==> config.mk <==
export PLATFORM = sky130hd
export DESIGN_NAME = sync_fifo_ctrl
export DESIGN_NICKNAME = d
export VERILOG_FILES = /design/src/rtl/sync_fifo_ctrl.sv
export SDC_FILE = /design/constraint.sdc
export NUM_CORES = 1
export LEC_CHECK = 0
export ABC_AREA = 1
export CORE_AREA = 5 5 79 81
export CTS_CLUSTER_DIAMETER = 150
export DETAILED_ROUTE_END_ITERATION = 8
export DIE_AREA = 0 0 84 86
export PLACE_DENSITY = 0.72
export SYNTH_ARGS = -nofsm -noshare
export SYNTH_HDL_FRONTEND = slang
export SYNTH_SLANG_ARGS = --single-unit
==> constraint.sdc <==
create_clock -name clk -period 2.2 [get_ports clk]
set_input_delay 0.22 -clock clk [delete_from_list [all_inputs] [get_ports clk]]
set_output_delay 0.22 -clock clk [all_outputs]
set_load 0.05 [all_outputs]
==> src/rtl/sync_fifo_ctrl.sv <==
// Synchronous FIFO controller driving an external RAM with a combinational read port.
// Pops register the RAM read word into rd_data; all flags derive from the registered count.
module sync_fifo_ctrl #(
    parameter int WIDTH     = 8,
    parameter int DEPTH_LOG = 8,
    parameter int AFULL_TH  = (1 << DEPTH_LOG) - 4
) (
    input  logic                 clk,
    input  logic                 rst,
    input  logic                 wr_req,
    input  logic [WIDTH-1:0]     wr_data,
    output logic                 full,
    output logic                 almost_full,
    input  logic                 rd_req,
    output logic [WIDTH-1:0]     rd_data,
    output logic                 rd_valid,
    output logic                 empty,
    output logic [DEPTH_LOG:0]   count,
    output logic                 overflow,
    output logic                 underflow,
    output logic                 ram_write_req,
    output logic [DEPTH_LOG-1:0] ram_write_addr,
    output logic [WIDTH-1:0]     ram_write_data,
    output logic [DEPTH_LOG-1:0] ram_read_addr,
    input  logic [WIDTH-1:0]     ram_read_data
);
    localparam int DEPTH = 1 << DEPTH_LOG;

    logic [DEPTH_LOG:0] wptr, rptr;
    logic               push_ok, pop_ok;

    assign full        = (count == (DEPTH_LOG+1)'(DEPTH));
    assign empty       = (count == '0);
    assign almost_full = (int'(count) >= AFULL_TH);

    // Both requests are judged against the pre-edge flags, so no full/empty bypass.
    assign push_ok = wr_req && !full  && !rst;
    assign pop_ok  = rd_req && !empty && !rst;

    assign ram_write_req  = push_ok;
    assign ram_write_addr = wptr[DEPTH_LOG-1:0];
    assign ram_write_data = wr_data;
    assign ram_read_addr  = rptr[DEPTH_LOG-1:0];

    always_ff @(posedge clk) begin
        if (rst) begin
            wptr      <= '0;
            rptr      <= '0;
            count     <= '0;
            rd_data   <= '0;
            rd_valid  <= 1'b0;
            overflow  <= 1'b0;
            underflow <= 1'b0;
        end else begin
            overflow  <= wr_req && full;
            underflow <= rd_req && empty;
            rd_valid  <= pop_ok;
            if (push_ok)
                wptr <= wptr + (DEPTH_LOG+1)'(1);
            if (pop_ok) begin
                rptr    <= rptr + (DEPTH_LOG+1)'(1);
                rd_data <= ram_read_data;
            end
            case ({push_ok, pop_ok})
                2'b10:   count <= count + (DEPTH_LOG+1)'(1);
                2'b01:   count <= count - (DEPTH_LOG+1)'(1);
                default: count <= count;
            endcase
        end
    end
endmodule

---- After elaboration in Yosys (flattened, before gate mapping) ----
Cells that the tools add are included.
W data, S select, Z words.
storage, ports and cells
  logic and storage cells ................. 27
  register bits ........................... 38
operators by class
  order comparisons ....................... 1
  muxes and demuxes ....................... 1
  add/sub/neg operators ................... 4
  reduce and logical (&&, ||, !) cells .... 11
  equality and inequality tests ........... 3
operator list
  cell                   count
  $add A9 B1 Y9 const B  3
  $pmux W9 S2            1
  $eq A9 B9 Y1 const B   1
  $ge A9 B8 Y1 const B   1
  $logic_not A9 Y1       1
  $sub A9 B1 Y9 const B  1
  $logic_and A1 B1 Y1    6
  $logic_not A1 Y1       3
  $eq A2 B1 Y1 const B   1
  $eq A2 B2 Y1 const B   1
  $reduce_bool A2 Y1     1

---- Depth between registers and ports, before layout ----
  depth after elaboration ................. 6
  depth in mapped cells ................... 17
  gate-level depth less buffers ........... 16

---- Least setup slack after synthesis ----
OpenSTA, ideal clock, no wires.
  path type ............................... flip-flop to flip-flop
  start point ............................. reg count[0]
  end point ............................... reg count[7]
  setup time .............................. 0.109 ns
  arrival time ............................ 2.615 ns
  slack ................................... -0.524 ns
  period minus slack after synthesis ...... 2.724 ns
  required time ........................... 2.091 ns
  stages on the path, launching flop included .. 17
  path through ............................ dfxtp_1 -> nor2_1 -> nand2_1 -> nor2_4 -> nand2_4 -> nand2_4 -> inv_2 -> buf_6 -> ha_1 -> ha_1 -> or2_2 -> nand3_1 -> nand2_1 -> nand2_1 -> nand3_1 -> nand2_1 -> inv_1
between the ends
  longest elaborated chain between the ends .. 6
  elaborated cells on any way between the ends .. 14
ends and longest elaborated chain
  what                                               RTL line  RTL
  from (decl)                                        18        output logic [DEPTH_LOG:0] count,
  from (signal assigned)                             65        2'b10: count <= count + (DEPTH_LOG+1)'(1);
  from (signal assigned)                             66        2'b01: count <= count - (DEPTH_LOG+1)'(1);
  from (signal assigned)                             67        default: count <= count;
  $logic_not A9 Y1 (*)                               33        assign empty = (count == '0);
  $logic_not A1 Y1 (*)                               38        assign pop_ok = rd_req && !empty && !rst;
  $logic_and A1 B1 Y1 (*) (2 in a row)               38
  net pop_ok                                         30        logic push_ok, pop_ok;
  $eq A2 B1 Y1 or $eq A2 B2 Y1 (tied branches)       64        case ({push_ok, pop_ok})
  $pmux W9 S2 or $reduce_bool A2 Y1 (tied branches)  -
The timed path passes the listed nets; every way through them passes the cells marked *.
A chain may end at the register's enable or synchronous reset.

---- Worst setup path after layout ----
  start point ............................. reg count[6]
  end point ............................... reg count[5]
between the ends
  longest elaborated chain between the ends .. 6
  elaborated cells on any way between the ends .. 12
ends and longest elaborated chain
  what                                                        RTL line
  $eq A9 B9 Y1 or $logic_not A9 Y1 (tied branches)            32, 33
  $logic_not A1 Y1, on equally long branches                  37, 38
  $logic_and A1 B1 Y1, on equally long branches (2 in a row)  37, 38
  $eq A2 B1 Y1 or $eq A2 B2 Y1 (tied branches)                64
  $pmux W9 S2 or $reduce_bool A2 Y1 (tied branches)           -
Several ways; a longest one is shown, not always the timed one.

==> summary.json <==
{
  "p_leak_nw": 1.354,
  "number_of_standard_cells_after_synthesis": 308,
  "chipHeight_um": 86,
  "buffer_ports.inserted": 51,
  "num-nets-final": 410,
  "drtPass1Iterations": 4,
  "post_synth_num_cell_types": 25,
  "grt_antenna_before_repair": 0,
  "fmaxAchievable_mhz": 464.1,
  "maxSlewHeadroom_pct": 58.75,
  "grt_pass1_wl_um": 8756,
  "clock_sink_count": 36,
  "critPathKind": "flop to flop",
  "clk_transition_reported_paths_ps": 80,
  "netlist_area_pre_place_mm2": 0.002106,
  "initial_core_util_pct": 38.96,
  "cts-hold-fix-buffers": 0,
  "slew_at_the_pin_closest_to_its_max_slew_limit_ps": 618.1,
  "ctsLongestPathBuffers": 2,
  "wl_per_cell_um": 11.82,
  "first_global_vias": 1929,
  "grt_max_degree": 18,
  "final_layout_size_suffix_gt1_share_pct": 20.00,
  "chipWidth_um": 84,
  "core_mm2": 0.005405,
  "grt.total_usage_pct": 14.47,
  "rows": 27,
  "cts_root_buf": "sky130_fd_sc_hd__clkbuf_8",
  "pwr_density_cell_mw_per_mm2": 825.5,
  "post-route-worst-setup-slack_ps": 45.15,
  "io_pins": 68,
  "syn-mean-instance-area_um2": 6.837,
  "first_iter_violations": 110,
  "ctsHtreeMaxLevel": 2,
  "dr_total_vias": 2128,
  "dp.final_hpwl_um": 3887,
  "vias_per_cell": 4.708,
  "drv_cap": 0,
  "synth-seq-cells": 36,
  "p_total_mw": 2.535,
  "hold-worst-slack_ps": 440.0,
  "cp.required_ps": 2380,
  "drt_drc_violations_left": 0,
  "report.final.setup_viol": 0,
  "finalHoldViolCount": 0,
  "arrival_ps": 2340,
  "grt_remaining_overflow": 0,
  "status": "complete, no violations",
  "hold_path.class": "primary input to output pin",
  "worst_skew_pair.late_latency_ps": 280,
  "post-route-min-period_ps": 2155,
  "synth.net_count": 339,
  "endpoint_kind": "flop",
  "place_congestion": 0.8388,
  "total_inserted_antenna_cells": 0,
  "die_area_mm2": 0.007224,
  "critical_path.max_fanout": 6,
  "yosys_warnings": 0,
  "finClkSkew_ps": 6.869,
  "final_min_period_over_clock_period_pct": 97.95,
  "rsz_0062_raised_after_global_routing": "yes",
  "final-max-slew-violation-count": 0,
  "final_antenna_net_count": 0,
  "syn2layout_area_growth_pct": 45.81,
  "cts_inserted_buffers": 5,
  "worstSetupStartpointType": "flop",
  "clock_tree_from_tritoncts": "built",
  "detailedPlace.worstSlack_ps": -126.1,
  "synth_seq_area_share_pct": 34.22,
  "route.final.wire_length_um": 5343,
  "peakVddDrop_mv": 0.4963
}
[layout make-up]
class                   count  area [µm²]
fillers                   529        2335
repair buffers             78       719.4
flip-flops and latches     36       752.0
well taps                  72       90.09
clock buffers               8       90.09
multi-input cells         218        1269
inverters                  40       150.1
[final timing paths]
check	startpoint	to	slack (ps)	cells after the start
worst max-delay path	count[6]$_SDFFE_PP0P_	count[5]$_SDFFE_PP0P_	50	16
worst min-delay path	wr_data[0]	ram_write_data[0]	440	0
worst min register to register	rd_data[3]$_SDFFE_PP0P_	rd_data[3]$_SDFFE_PP0P_	470	2
worst max register to register	count[6]$_SDFFE_PP0P_	count[5]$_SDFFE_PP0P_	50	16
[cells in the mapped netlist (all sizes together)]
cell | instances | area share, %
nand3b | 6 | 2.1
o41ai | 1 | 0.42
xnor2 | 3 | 1.2
nor3 | 2 | 0.48
ha | 10 | 5.9
inv | 39 | 7.0
a21oi | 18 | 4.3
buf | 14 | 4.8
clkinv | 1 | 0.18
o211ai | 2 | 0.71
nand2 | 90 | 17
xor2 | 6 | 2.5
or2 | 2 | 0.59
nand3 | 41 | 9.7
dfxtp | 36 | 34
fa | 1 | 0.95
o21ai | 6 | 1.4
nor2 | 30 | 5.9
[registers in the layout, summed over array words and instances (netlist names)]
| register | flops |
|---|---|
| underflow | 1 |
| count | 9 |
| wptr | 8 |
| rptr | 8 |
| rd_valid | 1 |
| rd_data | 8 |
| overflow | 1 |
[worst max-delay path: stages (launching register included)]
cell	delay (ps)
sky130_fd_sc_hd__dfxtp_4	360
sky130_fd_sc_hd__nor2_2	100
sky130_fd_sc_hd__nand2_1	80
sky130_fd_sc_hd__nor2_4	160
sky130_fd_sc_hd__nand2_4	80
sky130_fd_sc_hd__nand2_4	60
sky130_fd_sc_hd__inv_2	50
sky130_fd_sc_hd__ha_4	200
sky130_fd_sc_hd__ha_1	310
sky130_fd_sc_hd__buf_4	150
sky130_fd_sc_hd__nand2_1	90
sky130_fd_sc_hd__nand3b_1	140
sky130_fd_sc_hd__nand2_1	60
sky130_fd_sc_hd__nand2_1	60
sky130_fd_sc_hd__nand3_1	60
sky130_fd_sc_hd__nand2_1	70
sky130_fd_sc_hd__inv_1	30
[routing by layer]
metal | global-route usage, % | routed length [µm]
met1 | 17.98 | 2404
met2 | 23.21 | 2436
met3 | 5.764 | 450
met4 | 4.240 | 53
met5 | 0 | 0
[cell usage in the layout (no fill, tap or decap), types with 5 or more instances in the layout]
cell / count
sky130_fd_sc_hd__inv_1: 38
sky130_fd_sc_hd__dfxtp_1: 27
sky130_fd_sc_hd__clkbuf_8: 6
sky130_fd_sc_hd__ha_4: 6
sky130_fd_sc_hd__nand2_2: 5
sky130_fd_sc_hd__buf_4: 29
sky130_fd_sc_hd__nand3_1: 40
sky130_fd_sc_hd__o21ai_0: 6
sky130_fd_sc_hd__xor2_1: 6
sky130_fd_sc_hd__nand2_1: 81
sky130_fd_sc_hd__clkdlybuf4s50_1: 47
sky130_fd_sc_hd__nand3b_1: 6
sky130_fd_sc_hd__a21oi_1: 16
sky130_fd_sc_hd__dfxtp_4: 8
sky130_fd_sc_hd__nor2_1: 23
[what timing repair did]
item	CTS	global route
pin swaps	3	12
buffers inserted	1	3
setup endpoints to repair	5	6
gates resized for setup	10	15
[cell families after synthesis]
kind of cell / share of synthesized area (%)
adder cells (fa/ha/maj): 6.892
AND/OR/NAND/NOR: 36.36
XOR/XNOR: 3.744
buffers and inverters: 11.94
AO/OA/AOI/OAI: 6.833
flip-flops: 34.22
[per-stage QoR]
stage	area (µm²)	instances	util [%]	TNS (ps)
detailed placement	2831	440	52.38	-565.9
CTS	2973	449	55.00	-8.476
finish	3070	452	56.81	0
global placement	2831	440	52.38	-234.7
global route	3070	452	56.81	-390.2
floorplan	2157	308	-	-854.6
[power breakdown]
part | internal (mW) | switching [mW]
registers | 0.739 | 0.0640
clock network | 0.256 | 0.230
logic | 0.495 | 0.750
No activity file was read; power rests on OpenSTA's default activity.
